## src/rtl/ctrl_status_regs_n_pkg.sv

```systemverilog
// Shared register map and bit positions for the control/status register block.
package ctrl_status_regs_n_pkg;

    // Register indices
    localparam int CTRL_IDX   = 0;
    localparam int STATUS_IDX = 1;
    localparam int CFG_BASE   = 2;

    // CTRL bit positions
    localparam int CTRL_START_BIT = 0;
    localparam int CTRL_SRST_BIT  = 1;
    localparam int CTRL_IRQEN_BIT = 2;

    // STATUS bit positions; the sticky bits are contiguous starting at done_st
    localparam int STAT_BUSY_BIT = 0;
    localparam int STAT_DONE_BIT = 1;
    localparam int STAT_OVF_BIT  = 2;
    localparam int STAT_ERR_BIT  = 3;

    // Sticky bit slots, in STATUS bit order
    typedef enum int {
        STICKY_DONE = 0,
        STICKY_OVF  = 1,
        STICKY_ERR  = 2
    } sticky_idx_e;

    localparam int NSTICKY = 3;

    // STATUS bit position of sticky slot i
    function automatic int sticky_bit_pos(input int i);
        return STAT_DONE_BIT + i;
    endfunction

endpackage

```

## src/rtl/ctrl_status_regs_n_sticky_w1c_bit.sv

```systemverilog
// One sticky status bit: set by an event, cleared by write-1 or a bulk clear.
// A set in the same cycle as either clear wins, so no event is ever lost.
module sticky_w1c_bit (
    input  logic clk,
    input  logic reset,
    input  logic set,
    input  logic clr,
    input  logic clear_all,
    output logic q
);

    logic q_q;
    logic q_d;

    // Next value: set dominates any clear
    always_comb begin
        q_d = q_q;
        if (set) begin
            q_d = 1'b1;
        end else if (clr || clear_all) begin
            q_d = 1'b0;
        end
    end

    // State flop with asynchronous active-low reset
    always_ff @(posedge clk or negedge reset) begin
        if (!reset) begin
            q_q <= 1'b0;
        end else begin
            q_q <= q_d;
        end
    end

    assign q = q_q;

endmodule

```

## src/rtl/ctrl_status_regs_n.sv

```systemverilog
// Control/status register bank: CTRL, STATUS and NREGS-2 config words with
// shadow copies that are captured on an accepted start and held while busy.
module ctrl_status_regs_n
    import ctrl_status_regs_n_pkg::*;
#(
    parameter int DWIDTH = 32,
    parameter int NREGS  = 8,
    parameter int AWIDTH = $clog2(NREGS)
) (
    input  logic                         clk,
    input  logic                         reset,
    input  logic [AWIDTH-1:0]            addr,
    input  logic                         wr_en,
    input  logic                         rd_en,
    input  logic [DWIDTH-1:0]            data_in,
    output logic [DWIDTH-1:0]            data_out,
    output logic                         start,
    output logic                         soft_reset,
    output logic [(NREGS-2)*DWIDTH-1:0]  cfg,
    output logic                         irq,
    input  logic                         done,
    input  logic                         accum_ovrflow
);

    localparam int NCFG = NREGS - 2;

    int                       addr_i;
    logic                     wr_ctrl;
    logic                     wr_status;
    logic                     start_req;
    logic                     srst_req;
    logic                     start_ok;
    logic                     start_bad;
    logic [NSTICKY-1:0]       st_set;
    logic [NSTICKY-1:0]       st_clr;
    logic [NSTICKY-1:0]       st_q;
    logic [NCFG*DWIDTH-1:0]   live_flat;
    logic [DWIDTH-1:0]        rd_val;

    logic busy_q, busy_d;
    logic start_q, start_d;
    logic soft_reset_q, soft_reset_d;
    logic irq_en_q, irq_en_d;
    logic irq_q, irq_d;
    logic [DWIDTH-1:0] data_out_q, data_out_d;

    assign addr_i = int'(addr);

    // Decode CTRL/STATUS writes; soft_reset in the same write masks start
    always_comb begin
        wr_ctrl   = wr_en && (addr_i == CTRL_IDX);
        wr_status = wr_en && (addr_i == STATUS_IDX);
        srst_req  = wr_ctrl && data_in[CTRL_SRST_BIT];
        start_req = wr_ctrl && data_in[CTRL_START_BIT] && !data_in[CTRL_SRST_BIT];
        start_ok  = start_req && !busy_q;
        start_bad = start_req && busy_q;
    end

    // Sticky set/clear sources, one per STATUS sticky bit
    always_comb begin
        st_set[STICKY_DONE] = done;
        st_set[STICKY_OVF]  = accum_ovrflow;
        st_set[STICKY_ERR]  = start_bad;
        for (int i = 0; i < NSTICKY; i++) begin
            st_clr[i] = wr_status && data_in[sticky_bit_pos(i)];
        end
    end

    for (genvar gi = 0; gi < NSTICKY; gi++) begin : g_sticky
        sticky_w1c_bit u_bit (
            .clk       (clk),
            .reset     (reset),
            .set       (st_set[gi]),
            .clr       (st_clr[gi]),
            .clear_all (srst_req),
            .q         (st_q[gi])
        );
    end

    // Live copy follows bus writes; shadow snapshots all live words on an accepted start
    for (genvar gi = 0; gi < NCFG; gi++) begin : g_cfg
        logic [DWIDTH-1:0] live_q, live_d;
        logic [DWIDTH-1:0] shadow_q, shadow_d;

        // Next live/shadow values for this word
        always_comb begin
            live_d   = live_q;
            shadow_d = shadow_q;
            if (wr_en && (addr_i == CFG_BASE + gi)) begin
                live_d = data_in;
            end
            if (start_ok) begin
                shadow_d = live_q;
            end
        end

        // Live and shadow word flops
        always_ff @(posedge clk or negedge reset) begin
            if (!reset) begin
                live_q   <= '0;
                shadow_q <= '0;
            end else begin
                live_q   <= live_d;
                shadow_q <= shadow_d;
            end
        end

        assign live_flat[gi*DWIDTH +: DWIDTH] = live_q;
        assign cfg[gi*DWIDTH +: DWIDTH]       = shadow_q;
    end

    // Control state: busy tracking, pulses, irq enable and registered irq
    always_comb begin
        busy_d       = busy_q;
        irq_en_d     = irq_en_q;
        start_d      = start_ok;
        soft_reset_d = srst_req;
        if (srst_req) begin
            busy_d = 1'b0;
        end else if (start_ok) begin
            busy_d = 1'b1;
        end else if (done) begin
            busy_d = 1'b0;
        end
        if (wr_ctrl) begin
            irq_en_d = data_in[CTRL_IRQEN_BIT];
        end
        irq_d = irq_en_q && (|st_q);
    end

    // Read mux: CFG reads return the live copy; unmapped addresses read 0
    always_comb begin
        rd_val = '0;
        if (addr_i == CTRL_IDX) begin
            rd_val[CTRL_IRQEN_BIT] = irq_en_q;
        end else if (addr_i == STATUS_IDX) begin
            rd_val[STAT_BUSY_BIT] = busy_q;
            for (int i = 0; i < NSTICKY; i++) begin
                rd_val[sticky_bit_pos(i)] = st_q[i];
            end
        end else begin
            for (int k = 0; k < NCFG; k++) begin
                if (addr_i == CFG_BASE + k) begin
                    rd_val = live_flat[k*DWIDTH +: DWIDTH];
                end
            end
        end
        data_out_d = rd_en ? rd_val : data_out_q;
    end

    // Control and read-data flops
    always_ff @(posedge clk or negedge reset) begin
        if (!reset) begin
            busy_q       <= 1'b0;
            start_q      <= 1'b0;
            soft_reset_q <= 1'b0;
            irq_en_q     <= 1'b0;
            irq_q        <= 1'b0;
            data_out_q   <= '0;
        end else begin
            busy_q       <= busy_d;
            start_q      <= start_d;
            soft_reset_q <= soft_reset_d;
            irq_en_q     <= irq_en_d;
            irq_q        <= irq_d;
            data_out_q   <= data_out_d;
        end
    end

    assign start      = start_q;
    assign soft_reset = soft_reset_q;
    assign irq        = irq_q;
    assign data_out   = data_out_q;

endmodule

```

## config.mk

```make
export PLATFORM = sky130hd
export DESIGN_NAME = ctrl_status_regs_n
export DESIGN_NICKNAME = d
export VERILOG_FILES = /design/src/rtl/ctrl_status_regs_n_pkg.sv /design/src/rtl/ctrl_status_regs_n_sticky_w1c_bit.sv /design/src/rtl/ctrl_status_regs_n.sv
export SDC_FILE = /design/constraint.sdc
export NUM_CORES = 1
export LEC_CHECK = 0
export BUFFER_PORTS_ARGS = -buffer_cell sky130_fd_sc_hd__buf_2
export CORE_ASPECT_RATIO = 0.8
export CORE_MARGIN = 5
export CORE_UTILIZATION = 35
export CTS_BUF_LIST = sky130_fd_sc_hd__clkbuf_4 sky130_fd_sc_hd__clkbuf_8
export CTS_CLUSTER_DIAMETER = 200
export DETAILED_ROUTE_END_ITERATION = 8
export PLACE_DENSITY = 0.54
export RECOVER_POWER = 50
export SLEW_MARGIN = 20
export SYNTH_ARGS = -nofsm -noshare
export SYNTH_HDL_FRONTEND = slang
export SYNTH_SLANG_ARGS = --single-unit
export TNS_END_PERCENT = 10
```

## constraint.sdc

```tcl
create_clock -name clk -period 1.6 [get_ports clk]
set_input_delay 0 -clock clk [delete_from_list [all_inputs] [get_ports clk]]
set_output_delay 0 -clock clk [all_outputs]
set_load 0.05 [all_outputs]
```

# Word level (Yosys, flattened, before mapping)
# Cells that the tools add are included.
# classes
addsub	0
n_mul	0
div	0
magnitude_cmp	0
n_eq_ne	7
n_shift	0
muxes	20
bitwise	0
n_reduce_logical	28
# ops
cell	count
$mux 32	6
$logic_not 32->1	1
$mux 29	1
$mux 28	1
$logic_and 1x1->1	17
$eq 3x3->1 const B	4
$mux 1	10
$eq 3x2->1 const B	2
$reduce_bool 2->1	3
$mux 4	1
$eq 3x1->1 const B	1
$logic_or 1x1->1	3
$reduce_bool 3->1	1
$reduce_or 3->1	1
$logic_not 1->1	2
$mux 2	1
# totals
reg_bits	424
latchBits	0
ram_bits	0
romBits	0
inputBits	41
out_inout_bits	227
elab_cells	76
memories	0

# Logic depth before layout (Yosys ltp)
# Gate-level depths: netlist of run 1.
# logic_depth
depth_word	9
depth_mapped	7
ltp_nobuf	4

# By module
# A second synthesis of run 1 with hierarchy kept.
# unflattened
hier_cells	1163
hier_area_um2	17997.3
# by_module_without_submodules
mod	n_inst	cells_per_inst	area_per_inst_um2	seq_area_each_um2
ctrl_status_regs_n	1	1154	17888.4	10535.1
sticky_w1c_bit	3	3	36.3	25.0

# Worst setup path after synthesis of run 1
# OpenSTA, ideal clock, no wires.
# synth_path
kind	input port to flip-flop
start	input port addr[0]
end	register g_cfg[2].shadow_q[0]
setup_time_ps	127
arrival_time_ps	1381
required_ps	1473
path_slack_ps	92
stages	7
n_path_buf	3
path_cell_list	buf_6 -> nor4b_4 -> nand3b_1 -> nor2_4 -> buf_6 -> buf_8 -> mux2_1
# synth_between
elab_chain_len	5
# synth_rtl
item	line	text
start, declared	ctrl_status_regs_n.sv:12	input logic [AWIDTH-1:0] addr,
$logic_not 32->1	ctrl_status_regs_n.sv:51	wr_ctrl = wr_en && (addr_i == CTRL_IDX);
$logic_and 1x1->1	ctrl_status_regs_n.sv:51	
$logic_and 1x1->1 (2 in series)	ctrl_status_regs_n.sv:54	start_req = wr_ctrl && data_in[CTRL_START_BIT] && !data_in[CTRL_SRST_BIT];
$logic_and 1x1->1	ctrl_status_regs_n.sv:55	start_ok = start_req && !busy_q;
end signal, assigned	ctrl_status_regs_n.sv:104	shadow_q <= shadow_d;
end, declared	ctrl_status_regs_n.sv:83	logic [DWIDTH-1:0] shadow_q, shadow_d;
# Every way passes these cells.
# A chain may end at the register's enable or synchronous reset.

# Worst setup path after layout of run 1
# layout_path
start	input port wr_en
end	register g_cfg[2].shadow_q[10]
# layout_between
elab_chain_len	4
# layout_rtl
item	line	text
start, declared	ctrl_status_regs_n.sv:13	input logic wr_en,
$logic_and 1x1->1	ctrl_status_regs_n.sv:51	
$logic_and 1x1->1 (2 in series)	ctrl_status_regs_n.sv:54	
$logic_and 1x1->1	ctrl_status_regs_n.sv:55	
# Every way passes these cells.

==> results.tsv, run 1 <==
metric	value	unit
port bufs	267	
gpl congestion	0.751	
antenna violations before repair	0	
P per Cell Area	1560	nW/um^2
clk sinks	424	
global-route usage over all layers	0.185	
Worst Setup End Kind	register	
WL final	52100	um
worst skew pair latency	640	ps
Min-Delay Path Class	in2reg	
largest net degree at the start of global routing	68	
ant diodes	0	
TritonCTS clock tree	yes	
1st-iter DRT viols	551	
power after layout	34.7	mW
Ports	268	
Vias per Instance	5.04	
DR vias	11692	
Net Count, Synth	1244	
gr ovfl total	0	
Die Span Y	210	um
CP Max Fanout	7	
grt met3 use	0.0520	
leakage	10.6	nW
Netlist cell types	40	
Post-Syn Area	17400	sq um
clk slew on worst S/H paths	60	ps
Setup violations, final	1	
Layout area overhead	27.9	%
Core Area	49500	sq um
DRC	0	
Initial Util	0.352	
final worst slack	-1.06	ps
dpl hpwl	33400	um
Fill cells	4623	
outcome	finished with violations	
Max IR drop VDD	0.808	mV
Longest Clk Path Bufs	3	
Routed Antenna Nets	0	
Max H-tree Level	3	
failing checks	negative setup slack	
vias in the first global route	12340	
share of layout cells above drive strength 1	0.457	
Tightest Pin Transition	782	ps
M1 GR Usage	0.260	
Avg Inst Size Synth	14.5	sq um
first-pass GRT wire length	77500	um
Period Utilization, post-route	1.00	
Rel. slew slack	0.479	
Critical Path AT	2120	ps
Max Cap Violations	0	
Worst EP required	2110	ps
Crit Path Class	in2reg	
met2 Use GR	0.285	
Final Hold Fails	0	
Worst Setup Start Kind	input port	
skew final	21.2	ps
final-stage net count	1637	
#FFs+latches synth	424	
Routed WL per cell	22.4	um
DR pass1 iterations	5	
Die W	259	um
yosys warns	0	
sequential element share of the synthesized area	0.609	
Slew Viols, Final	0	
setup slack at placement	-69.6	ps
Syn Inst Count	1203	
global route hottest layer	met2	
clk root buf	clkbuf_8	
minimum clock period	1600	ps
maximum clock frequency	0.625	GHz
clock buffers created by TritonCTS	73	
num rows	73	
die area	54400	sq um
synth_stat cells (all sizes together):
master | n | share of area
o22ai | 3 | 0.0011
clkbuf | 34 | 0.0074
o32ai | 28 | 0.014
o21ai | 13 | 0.0037
nor3 | 1 | 0.00057
nor4bb | 1 | 0.00057
nor3b | 1 | 0.00043
mux2 | 384 | 0.25
buf | 52 | 0.023
inv | 37 | 0.0080
nand4 | 2 | 0.00072
a211oi | 27 | 0.012
nor4b | 2 | 0.0022
nand3b | 5 | 0.0022
a21oi | 33 | 0.0095
mux2i | 5 | 0.0029
and2 | 1 | 0.00036
nor2 | 33 | 0.0075
a311oi | 1 | 0.00050
dfrtp | 424 | 0.61
a221oi | 30 | 0.015
or3 | 1 | 0.00036
a22oi | 26 | 0.011
nand3 | 4 | 0.0011
nand2b | 1 | 0.00036
o31a | 1 | 0.00050
a31o | 2 | 0.0010
or2 | 1 | 0.00036
nor2b | 29 | 0.010
o221ai | 3 | 0.0015
nand4b | 1 | 0.00050
nand2 | 16 | 0.0034
or3b | 1 | 0.00050
registers in the layout, indices dropped and copies added, names as in the netlist:
name	flops
busy_q	1
g_sticky.u_bit.q	3
start	1
data_out	32
soft_reset	1
g_cfg.shadow_q	192
g_cfg.live_q	192
irq_en_q	1
irq	1
layout make-up:
cell class | count | area, sq um | share of cell area
repair buffers | 404 | 2970 | 0.133
multi-input cells | 656 | 6160 | 0.276
flip-flops and latches | 424 | 10600 | 0.476
inverters | 37 | 139 | 0.00623
well taps | 675 | 845 | 0.0379
clock buffers | 114 | 1440 | 0.0645
clock inverters | 12 | 133 | 0.00595
report_power, final:
part           internal [mW]  switching (mW)
clock                   6.03            4.47
combinational           2.92            6.55
sequential              13.1            1.66
total                   22.0            12.7
metrics by stage:
step           utilization  hold slack (ps)  std cells  area (sq um)  TNS [ps]
6_report             0.450             51.9       2322         22300     -1.06
4_1_cts              0.445             11.2       2306         22100         0
3_5_place_dp         0.405            -51.4       2136         20000     -5830
5_1_grt              0.450             38.8       2322         22300      -257
3_3_place_gp         0.405            -43.6       2136         20000     -2040
2_1_floorplan            -             -296       1203         17400         0
worst max-delay path, cell delays in order:
cell and delay (ps):
dlygate4sd3_1 560, buf_4 150, nor4b_4 210, nand3b_1 180
nor2_4 170, buf_12 160, buf_16 180, clkbuf_16 170
mux2_2 330
logic make-up (layout without fill, tap and decap cells):
| kind of cell | Yosys count | in the layout | synth area share |
|---|---|---|---|
| and+or+nand+nor | 100 | 100 | 0.0317 |
| AOI/OAI and AO/OA | 167 | 167 | 0.0698 |
| DFF | 424 | 424 | 0.609 |
| muxes | 389 | 389 | 0.251 |
| buffers and inverters | 123 | 567 | 0.0386 |
placed cells by master (no fill, tap or decap), types with 27 or more instances in the layout:
master         count
a211oi_1          27
a21oi_1           33
a221oi_1          30
buf_2            264
buf_4             35
clkbuf_8          93
dfrtp_1          424
dlygate4sd3_1     44
inv_1             37
mux2_1           118
mux2_2           266
nor2_1            32
nor2b_1           29
o32ai_1           28
timing repair:
| action | in CTS | in global routing |
|---|---|---|
| hold buffers | 44 | 3 |
| endpoints found under the hold margin | 641 | 3 |
| gates resized for setup | 0 | 12 |
| setup buffers | 0 | 2 |
| setup endpoints to repair | 0 | 126 |
metal layers:
metal  wire length (um)  up-vias
li1                   -     5178
met1              24200     6119
met2              23700      328
met3               3230       67
met4                959        0
met5                  0        -
worst paths after layout:
kind | start | to | slack, ps | cells after the start
max in group asynchronous | reset | g_cfg[5].live_q[23] | 230 | 4
hold / removal | addr[0] | busy_q | 50 | 6
setup / recovery | wr_en | g_cfg[2].shadow_q[10] | -1 | 9
hold reg to reg | g_cfg[4].shadow_q[7] | g_cfg[4].shadow_q[7] | 480 | 1
setup reg to reg | busy_q | g_cfg[2].shadow_q[10] | 40 | 5
min in group asynchronous | reset | g_cfg[1].live_q[8] | 400 | 3
Note: power is estimated with default switching activity, not from simulation.
==> run 2, diff against run 1 <==
--- a/config.mk
+++ b/config.mk
@@ -8,11 +8,11 @@
 export BUFFER_PORTS_ARGS = -buffer_cell sky130_fd_sc_hd__buf_2
 export CORE_ASPECT_RATIO = 0.8
 export CORE_MARGIN = 5
-export CORE_UTILIZATION = 35
+export CORE_UTILIZATION = 40
 export CTS_BUF_LIST = sky130_fd_sc_hd__clkbuf_4 sky130_fd_sc_hd__clkbuf_8
 export CTS_CLUSTER_DIAMETER = 200
 export DETAILED_ROUTE_END_ITERATION = 8
-export PLACE_DENSITY = 0.54
+export PLACE_DENSITY = 0.6
 export RECOVER_POWER = 50
 export SLEW_MARGIN = 20
 export SYNTH_ARGS = -nofsm -noshare
==> run 2 against run 1 <==
The flow now finishes without violations. Count of clock-buffer cells in the layout decreased by 3. Global-route usage increased by 1.9 points. Register-to-register slack improved by 40 ps. Wire length decreased by 4.6%. Clock skew decreased by 2.6 ps. Fmax increased by 5.2%. Sequential share of layout area increased by 0.82 points. Cell count decreased by 5.2%. Sequential cell count unchanged. Worst hold slack improved by 110 ps. Core utilization increased by 5.8 points.
==> results.tsv, run 2 (synthesis gave the netlist of run 1 again) <==
metric	value	unit	change
power after layout	34.4	mW	-0.82%
gpl congestion	0.774		+3.1%
die area	47900	sq um	-12%
Initial Util	0.404		+0.0520
port bufs	267		unchanged
Final Hold Fails	0		unchanged
delay of the slowest critical-path stage	430	ps	-130 ps
Max IR drop VDD	1.08	mV	+33%
Routed WL per cell	22.6	um	+0.59%
maximum clock frequency	0.657	GHz	+5.2%
Worst Setup Start Kind	register		
worst hold slack	160	ps	+108 ps
final-stage net count	1630		-0.43%
Die W	243	um	-6.2%
Die Span Y	197	um	-6.2%
Rel. slew slack	0.382		-0.0970
metal2 WL	22800	um	-3.8%
leakage	10.5	nW	-0.82%
num rows	68		-6.8%
hold depth	6		unchanged
Slew Viols, Final	0		unchanged
antenna violations before repair	0		unchanged
commonest cells after routing, fill and taps aside	dfrtp_1, mux2_2, buf_2		
outcome	complete, no violations		
Tightest Pin Transition	928	ps	+146 ps
first-pass GRT wire length	76100	um	-1.8%
Critical Path AT	2020	ps	-100 ps
global-route usage over all layers	0.204		+0.0191
Longest Clk Path Bufs	3		unchanged
Vias per Instance	5.30		+5.3%
DR vias	11671		-0.18%
DR pass1 iterations	5		unchanged
Min-Delay Path Class	in2reg		
RSZ-0062 raised after global routing	no		
share of layout cells above drive strength 1	0.455		-0.00165
r2r worst-path depth	5		unchanged
clk slew on worst S/H paths	60	ps	about the same
clock buffers created by TritonCTS	71		-2.7%
Worst EP required	2100	ps	about the same
Routed Antenna Nets	0		unchanged
Period Utilization, post-route	0.951		-0.0493
worst skew pair latency	640	ps	about the same
Buf/Inv on CP	3		-2
clk sinks	424		unchanged
dpl hpwl	32600	um	-2.5%
Max H-tree Level	3		unchanged
CP top delay family	buffers and inverters		
Slowest cell on crit path	dfrtp_1		
ant diodes	0		unchanged
met3 routed WL	2910	um	-9.9%
P per Cell Area	1570	nW/um^2	+0.90%
WP depth	5		-4
most common cell after layout, fill and taps aside	dfrtp_1		
met1 wire length	22900	um	-5.4%
skew final	18.6	ps	-2.55 ps
Max Used Layer	met4		
Core Area	43100	sq um	-13%
Crit Path Class	reg2reg		
1st-iter DRT viols	643		+17%
largest net degree at the start of global routing	63		-7.4%
CP Max Fanout	13		+6
Fin Setup TNS	0	ps	+1.06 ps
setup slack at placement	-127	ps	-57.5 ps
Layout area overhead	25.8	%	
Max Cap Violations	0		unchanged
minimum clock period	1520	ps	-78.9 ps
DRC	0		unchanged
Setup violations, final	0		-1
Ports	268		unchanged
WL final	49700	um	-4.6%
Worst Setup End Kind	register		
Inst Count DP	2024		-5.2%
gr ovfl total	0		unchanged
fin cells	2202		-5.2%
clk root buf	clkbuf_8		
vias in the first global route	12465		+1.0%
final worst slack	77.8	ps	+78.9 ps
TritonCTS clock tree	yes		
CP cell instances	nor2_4, buf_6, clkbuf_16, buf_12, mux2_2		
==> run 2: worst register-to-register path, cell delays in order, from the launching register on <==
cell       delay, ps
dfrtp_1          430
nor2_4           150
buf_6            160
clkbuf_16        170
buf_12           150
mux2_2           350
==> run 2: cell type report <==
class	count	area, sq um
fill	3793	21200
sequential	424	10600
multi-input combinational	656	6150
timing repair buffer	399	2780
clock buffer	111	1400
tap	560	701
inverter	37	139
clock inverter	15	133
==> run 2: metrics by stage <==
stage          instance area, sq um  utilization
6_report                      21900        0.508
3_3_place_gp                  20000        0.464
5_1_grt                       21900        0.508
2_1_floorplan                 17400            -
3_5_place_dp                  20000        0.464
4_1_cts                       22000        0.509
==> run 2: final timing paths <==
path | to | slack, ps | start
max | g_cfg[1].shadow_q[20] | 80 | busy_q
min | g_sticky[2].u_bit.q | 160 | addr[2]
max reg2reg | g_cfg[1].shadow_q[20] | 80 | busy_q
min reg2reg | g_cfg[5].shadow_q[1] | 480 | g_cfg[5].shadow_q[1]
max in group asynchronous | g_cfg[4].shadow_q[18] | 230 | reset
min in group asynchronous | g_cfg[1].shadow_q[11] | 420 | reset
==> run 2: routing by layer <==
| metal | global-route usage | vias up |
|---|---|---|
| met3 | 0.0507 | 81 |
| met2 | 0.314 | 346 |
| li1 | - | 5167 |
| met1 | 0.291 | 6077 |
| met5 | 0 | - |
| met4 | 0.0561 | 0 |
==> run 2: timing repair <==
action | CTS | global route
resized for setup | 0 | 9
buffers inserted | 0 | 4
endpoints found under the hold margin | 640 | 2
setup endpoints to repair | 0 | 193
hold buffers | 44 | 2
==> run 2: power breakdown <==
group / internal (mW) / switching [mW] / total (mW) / leakage, nW
registers: 13.1 / 1.68 / 14.7 / 5.33
clock network: 5.87 / 4.38 / 10.2 / 0.812
logic: 2.90 / 6.52 / 9.42 / 4.38
